`src/rtl/serial_subtractor_if.sv`:
```
// Operand/result bundle for serial_subtractor: start, a and b go in, busy, done and the result come back.
// The ovf wire and its modport entries exist only when SERIAL_SUB_OVF_EN is defined.
interface serial_subtractor_if #(
  parameter int WIDTH = 8
);
  logic             start;
  logic [WIDTH-1:0] a;
  logic [WIDTH-1:0] b;
  logic             busy;
  logic             done;
  logic [WIDTH-1:0] diff;
  logic             borrow;
`ifdef SERIAL_SUB_OVF_EN
  logic             ovf;

  modport master (output start, a, b, input busy, done, diff, borrow, ovf);
  modport slave  (input start, a, b, output busy, done, diff, borrow, ovf);
`else
  modport master (output start, a, b, input busy, done, diff, borrow);
  modport slave  (input start, a, b, output busy, done, diff, borrow);
`endif
endinterface

```
`src/rtl/serial_subtractor.sv`:
```
// Bit-serial a - b, LSB first, through one full-subtractor cell; the result and done arrive WIDTH cycles after an accepted start.
// start is ignored while busy; SERIAL_SUB_OVF_EN adds a registered signed-overflow flag.
module serial_subtractor #(
  parameter int WIDTH = 8
) (
  input logic             clk,
  input logic             rst,
  serial_subtractor_if.slave bus
);

  localparam int CW = (WIDTH > 2) ? $clog2(WIDTH) : 1;

  localparam logic [1:0] S_IDLE = 2'd0;
  localparam logic [1:0] S_RUN  = 2'd1;
  localparam logic [1:0] S_DONE = 2'd2;

  logic [1:0]       state;
  logic [WIDTH-1:0] a_sh;
  logic [WIDTH-1:0] b_sh;
  logic [WIDTH-1:0] r_sh;
  logic [WIDTH-1:0] diff_q;
  logic [CW-1:0]    cnt;
  logic             bin;
  logic             borrow_q;
  logic             busy_q;
  logic             done_q;

  logic             d;
  logic             bout;
  logic             last;
  logic [WIDTH-1:0] r_nxt;

  always_comb begin
    d     = a_sh[0] ^ b_sh[0] ^ bin;
    bout  = (~a_sh[0] & b_sh[0]) | (~(a_sh[0] ^ b_sh[0]) & bin);
    r_nxt = {d, r_sh[WIDTH-1:1]};
    last  = (cnt == CW'(WIDTH - 1));
  end

  always_ff @(posedge clk) begin
    if (rst) begin
      state    <= S_IDLE;
      a_sh     <= '0;
      b_sh     <= '0;
      r_sh     <= '0;
      diff_q   <= '0;
      cnt      <= '0;
      bin      <= 1'b0;
      borrow_q <= 1'b0;
      busy_q   <= 1'b0;
      done_q   <= 1'b0;
    end else begin
      done_q <= 1'b0;
      case (state)
        S_RUN: begin
          a_sh <= a_sh >> 1;
          b_sh <= b_sh >> 1;
          r_sh <= r_nxt;
          bin  <= bout;
          cnt  <= cnt + CW'(1);
          if (last) begin
            state    <= S_DONE;
            busy_q   <= 1'b0;
            done_q   <= 1'b1;
            diff_q   <= r_nxt;
            borrow_q <= bout;
          end
        end
        // IDLE and DONE both accept a start, which gives back-to-back operation.
        default: begin
          if (bus.start) begin
            state  <= S_RUN;
            busy_q <= 1'b1;
            a_sh   <= bus.a;
            b_sh   <= bus.b;
            r_sh   <= '0;
            bin    <= 1'b0;
            cnt    <= '0;
          end else begin
            state <= S_IDLE;
          end
        end
      endcase
    end
  end

  assign bus.busy   = busy_q;
  assign bus.done   = done_q;
  assign bus.diff   = diff_q;
  assign bus.borrow = borrow_q;

`ifdef SERIAL_SUB_OVF_EN
  logic a_msb;
  logic b_msb;
  logic ovf_q;

  // The operand MSBs are shifted out during RUN, so keep copies for the final overflow test.
  always_ff @(posedge clk) begin
    if (rst) begin
      a_msb <= 1'b0;
      b_msb <= 1'b0;
      ovf_q <= 1'b0;
    end else if (state != S_RUN) begin
      if (bus.start) begin
        a_msb <= bus.a[WIDTH-1];
        b_msb <= bus.b[WIDTH-1];
      end
    end else if (last) begin
      ovf_q <= (a_msb != b_msb) && (d != a_msb);
    end
  end

  assign bus.ovf = ovf_q;
`endif

endmodule
```
`src/flat_wrapper.sv`:
```
// flat-port wrapper written by rule: the top's interface ports become plain ports
module serial_subtractor_flat 
#(
  parameter int WIDTH = 8
)
  (clk, rst, bus_start, bus_a, bus_b, bus_busy, bus_done, bus_diff, bus_borrow);
  serial_subtractor_if #(.WIDTH(WIDTH)) bus_i ();
  input logic clk;
  input logic rst;
  input wire logic [$bits(bus_i.start)-1:0] bus_start;
  input wire logic [$bits(bus_i.a)-1:0] bus_a;
  input wire logic [$bits(bus_i.b)-1:0] bus_b;
  output wire logic [$bits(bus_i.busy)-1:0] bus_busy;
  output wire logic [$bits(bus_i.done)-1:0] bus_done;
  output wire logic [$bits(bus_i.diff)-1:0] bus_diff;
  output wire logic [$bits(bus_i.borrow)-1:0] bus_borrow;
  assign bus_i.start = bus_start;
  assign bus_i.a = bus_a;
  assign bus_i.b = bus_b;
  assign bus_busy = bus_i.busy;
  assign bus_done = bus_i.done;
  assign bus_diff = bus_i.diff;
  assign bus_borrow = bus_i.borrow;
  serial_subtractor #(.WIDTH(WIDTH)) u_core (.clk(clk), .rst(rst), .bus(bus_i));
endmodule
```
`config.mk`:
```
export PLATFORM = sky130hd
export DESIGN_NAME = serial_subtractor_flat
export DESIGN_NICKNAME = d
export VERILOG_FILES = /design/src/rtl/serial_subtractor_if.sv /design/src/rtl/serial_subtractor.sv /design/src/flat_wrapper.sv
export SDC_FILE = /design/constraint.sdc
export NUM_CORES = 1
export LEC_CHECK = 0
export CORE_ASPECT_RATIO = 0.9
export CORE_MARGIN = 2
export CORE_UTILIZATION = 45
export CTS_BUF_LIST = sky130_fd_sc_hd__clkbuf_4
export DETAILED_ROUTE_END_ITERATION = 10
export DONT_BUFFER_PORTS = 1
export GPL_TIMING_DRIVEN = 0
export PLACE_DENSITY = 0.62
export SLEW_MARGIN = 20
export SYNTH_ARGS = -nofsm -noshare
export SYNTH_HDL_FRONTEND = slang
export SYNTH_SLANG_ARGS = --single-unit
export TNS_END_PERCENT = 100
```
`constraint.sdc`:
```
create_clock -name clk -period 2.6 [get_ports clk]
set_clock_uncertainty 0.1 [all_clocks]
set_input_delay 0.78 -clock clk [delete_from_list [all_inputs] [get_ports clk]]
set_output_delay 0.78 -clock clk [all_outputs]
set_load 0.02 [all_outputs]
```
# ---- After elaboration in Yosys (flattened, before gate mapping)
# Cells that the tools add are included.
dict set report classes {
  addsub 1
  n_eq_ne 3
  muxes 17
  n_bitwise 8
  n_reduce_logical 5
}
# operator count
set ops {}
lappend ops {{7-bit two-way mux} 4}
lappend ops {{8-bit two-way mux} 2}
lappend ops {{1-bit two-way mux} 7}
lappend ops {{3-bit two-way mux} 2}
lappend ops {{2-bit two-way mux} 2}
lappend ops {{2-bit AND reduction} 2}
lappend ops {{2-bit OR reduction} 2}
lappend ops {{3-bit by 1-bit adder with 3-bit output (second input constant)} 1}
lappend ops {{3-bit == test (second input constant)} 1}
lappend ops {{1-bit inverter} 3}
lappend ops {{1-bit bitwise AND} 2}
lappend ops {{2-bit by 1-bit == test with 1-bit output (second input constant)} 1}
lappend ops {{2-bit by 1-bit inequality test with 1-bit output (second input constant)} 1}
lappend ops {{2-bit nonzero test} 1}
lappend ops {{1-bit bitwise XOR} 2}
lappend ops {{1-bit OR} 1}
dict set report word_totals {
  register_bits 41
  inputBits 19
  output_inout_bits 11
  word_cells 46
}

# ---- Depth between registers and ports, before layout
dict set report logic_depth {
  depth_word 5
  depth_mapped 6
}

# ---- Worst setup path before layout
# Ideal clock, no wire load.
dict set report synth_path {
  path_type {input -> register}
  startpoint {input bus_start}
  endpoint {register u_core.bin}
  setup_time_ns 0.073
  t_arrival_ns 1.422
  required_ns 2.427
  path_slack_ns 1.005
  stages 3
  n_path_buf 1
  cell_sequence {buf_4 > or3_1 > a21oi_1}
}
dict set report synth_via {
  elab_chain_len 1
}
# item line_no
set synth_lines {}
lappend synth_lines {{from (decl)} flat_wrapper.sv:10} ;# input wire logic [$bits(bus_i.start)-1:0] bus_start;
lappend synth_lines {{2-bit nonzero test (no source line)} n/a}
lappend synth_lines {{to (signal assigned)} serial_subtractor.sv:59} ;# bin <= bout;
lappend synth_lines {{to (decl)} serial_subtractor.sv:23} ;# logic bin;
# No other way between the ends.
# A chain may end at the register's enable or synchronous reset.

# ---- Worst setup path after layout
dict set report layout_path {
  startpoint {register u_core.diff_q[0] (netlist: u_core.bus.diff[0])}
  endpoint {output bus_diff[0]}
}
# item line_no
set layout_rtl {}
lappend layout_rtl {{from (decl)} serial_subtractor.sv:21} ;# logic [WIDTH-1:0] diff_q;
lappend layout_rtl {{from (signal assigned)} serial_subtractor.sv:65} ;# diff_q <= r_nxt;
lappend layout_rtl {{to (decl)} flat_wrapper.sv:15} ;# output wire logic [$bits(bus_i.diff)-1:0] bus_diff;
# No word-level cell between the ends.

==> metrics.md <==
| Metric | Value |
|---|---|
| Final ANT Viol Nets | 0 |
| Reg2reg end | u_core.bus.diff[3] |
| P_sw | 273 µW |
| Count of final setup violators | 0 |
| Syn_nets | 196 |
| Max VDD drop | 0.294 mV |
| Vias in the first global route | 1,144 |
| Cells on Worst Hold Path | 2 |
| Clk slew on worst S/H paths | 0.11 ns |
| Clock tree sinks | 40 |
| Routability-driven placement congestion ratio | 0.736 |
| Ys flop type | dfxtp_1 |
| Cell count of the worst reg-to-reg path | 6 |
| Status | completed |
| Comb power frac | 0.106 |
| Cts repair resizes | 0 |
| Synthesis-to-finish area growth | 6.70% |
| Fin. max-slew vios | 0 |
| Min Tclk post-route | 1.69 ns |
| RSZ-0062 raised after global routing | false |
| H-Tree Depth | 2 |
| FF-to-FF Start | u_core.cnt[0] |
| Post-Synth XOR/XNOR Area | 0 |
| Finished Cell Area | 1770 µm² |
| Post-synthesis mux area share | 0.0964 |
| Site row count | 20 |
| Post-synth EDFFs | 0 |
| Largest net degree at the start of global routing | 12 |
| I/O pin cnt | 30 |
| Adder-cell share of the synthesized area | 0.0271 |
| Layout cells sized above 1 | 0.154 |
| Async set-or-reset flop fraction in the synthesized netlist | 0 |
| Die ar. | 4190 µm² |
| Worst min path class | reg -> reg |
| Pre-antenna DRT Iters | 4 |
| Final HPWL from detailed placement | 2.27 mm |
| Wirelength per Cell | 14.2 µm |
| Clock Latency Late Sink | 0.35 ns |
| Cell with the most instances after synthesis | dfxtp_1 |
| Final Util | 0.513 |
| CP startpoint kind | flop |
| Gr usage total | 0.172 |
| CTS tree | yes |
| Post-synth top area cell | dfxtp_1 |
| Wirelength, routed | 3.20 mm |
| Seq/Total Area, Yosys | 0.482 |
| Worst-Margin Slew | 0.639 ns |
| Slew HR | 0.574 |
| CP max FO | 2 |
| DRC Markers | 0 |
| Yosys top cell area share | 0.482 |
| Die X | 68.1 µm |
| Synth Warn # | 0 |
| Clock Tree Buf Depth | 2 |
| Syn Area/Cell | 9.55 µm² |
| Hold-fix buffers at CTS | 0 |
| Routed via count | 1,206 |
| Net Sw Frac | 0.252 |
| Tcrit/Tclk final | 0.651 |
| Peak Freq | 591 MHz |
| Hold endpoint | u_core.bus.diff[0] |
| Crit path DAT | 0.81 ns |
| Fin. Hold Viols | 0 |
| FILL cells | 343 |
| Synth top area cells | dfxtp_1, mux2i_1, a211oi_2 |
| Post-placement cell area | 1720 µm² |
| Root Driver | clkbuf_4 |
| CTS buffer count | 5 |
| Worst hold slack | 0.375 ns |
| Fin Setup TNS | 0 ns |
| Setup crit end kind | primary output |
| Largest family of logic cells by synthesized area | simple AND/OR/NAND/NOR gates |
| Die Y-Extent | 61.6 µm |
| Clock power frac | 0.291 |
| Simple-gate share of the synthesized area | 0.181 |
| Gr ovfl total | 0 |
| Drt via density | 5.34 |
| #FFs+latches synth | 40 |
| Mapped Cells | 174 |
| Synthesized cell area | 1660 µm² |
| HP Start | u_core.r_sh[1] |
| Static Leakage | 0.000668 µW |
| Reg-to-reg slack, setup | 1.07 ns |
| Sequential Power Share | 0.603 |
| Starting Density | 0.481 |
| CORE AREA | 3450 µm² |
| Max_cap viols | 0 |
| P_int | 813 µW |
| First-pass GRT wire length | 5.15 mm |
| Port bufs | 0 |
| Compound-gate portion of the synthesized area | 0.163 |
| Post-synth top cells | dfxtp_1, nand2_1, a21oi_1, nor2_1, mux2i_1 |
| Pwr/cell area | 613 nW/µm² |
| Setup ws final | 0.909 ns |
| Setup WS pre-CTS | 0.939 ns |
| Crit path kind | reg -> out |
| Worst Path Required | 1.72 ns |
| Post-CTS Setup Inserts | 0 |
| ANT cells | 0 |
| Initial DRC Count | 62 |
| Post-synth cell types | 23 |
| Net count, final | 203 |
| Initial antenna violation count | 0 |
[metrics by stage]
stage	instances	power, µW
after global placement	218	781
final	226	1090
after CTS	226	1100
after detailed placement	218	786
after global routing	226	1140
after floorplan	174	761
[cell usage in the layout, fill, tap and decap left out]
cell / instances
buf_4: 2
nand2b_1: 3
nand3b_1: 11
nor2_1: 19
mux2i_1: 16
clkinv_1: 1
a211oi_2: 10
a21oi_1: 19
or3_1: 1
a211oi_1: 5
clkbuf_4: 7
ha_1: 2
inv_1: 2
dfxtp_1: 40
nand2_1: 25
fa_1: 1
and3b_1: 1
buf_2: 7
and2b_4: 1
a22oi_1: 1
buf_1: 2
o21ai_1: 1
nor3_1: 2
buf_6: 1
clkbuf_1: 2
[cell families after synthesis]
kind of cell,Yosys count
AOI/OAI and AO/OA,36
adders and majority gates,3
buffers and inverters,16
DFF,40
muxes,16
and+or+nand+nor,63
[how the worst max path moves through the flow]
stage	startpoint	endpoint	slack, ns	cells after the start
after floorplan	bus_start	u_core.bin	1.00	3
after global placement	bus_start	u_core.b_sh[1]	0.97	3
after detailed placement	bus_start	u_core.a_sh[6]	0.94	3
after CTS	u_core.bus.diff[6]	bus_diff[6]	0.89	0
after global routing	u_core.bus.diff[3]	bus_diff[3]	0.86	0
final	u_core.bus.diff[0]	bus_diff[0]	0.91	0
[routing by layer]
metal,up-vias,part of all wire,global-route usage
li1,610,-,-
met1,562,0.47,0.210
met2,29,0.46,0.275
met3,5,0.057,0.0676
met4,0,0.013,0.0657
met5,-,0,0
[layout make-up]
cell class                      instances  area, µm²  share of cell area
Clock buffer                            7       52.6              0.0296
Inverter                                2       7.51             0.00423
Multi-Input combinational cell        118        777               0.438
Buffer                                 14       76.3              0.0430
Clock inverter                          1       3.75             0.00212
Tap cell                               44       55.1              0.0311
Sequential cell                        40        801               0.452
[power groups by stage]
stage	Combinational, µW	Sequential, µW	Clock (µW)
floorplan	96.1	665	0
global placement	114	668	0
detailed placement	117	669	0
CTS	117	655	327
global route	129	658	349
finish	116	655	316
[flip-flops by register name, summed over array words and instances, names as in the netlist]
register           cells
u_core.a_sh            8
u_core.b_sh            8
u_core.bus.diff        8
u_core.r_sh            7
u_core.cnt             3
u_core.state           2
u_core.bin             1
u_core.bus.borrow      1
u_core.bus.busy        1
u_core.bus.done        1
(Power assumes the default switching activity.)
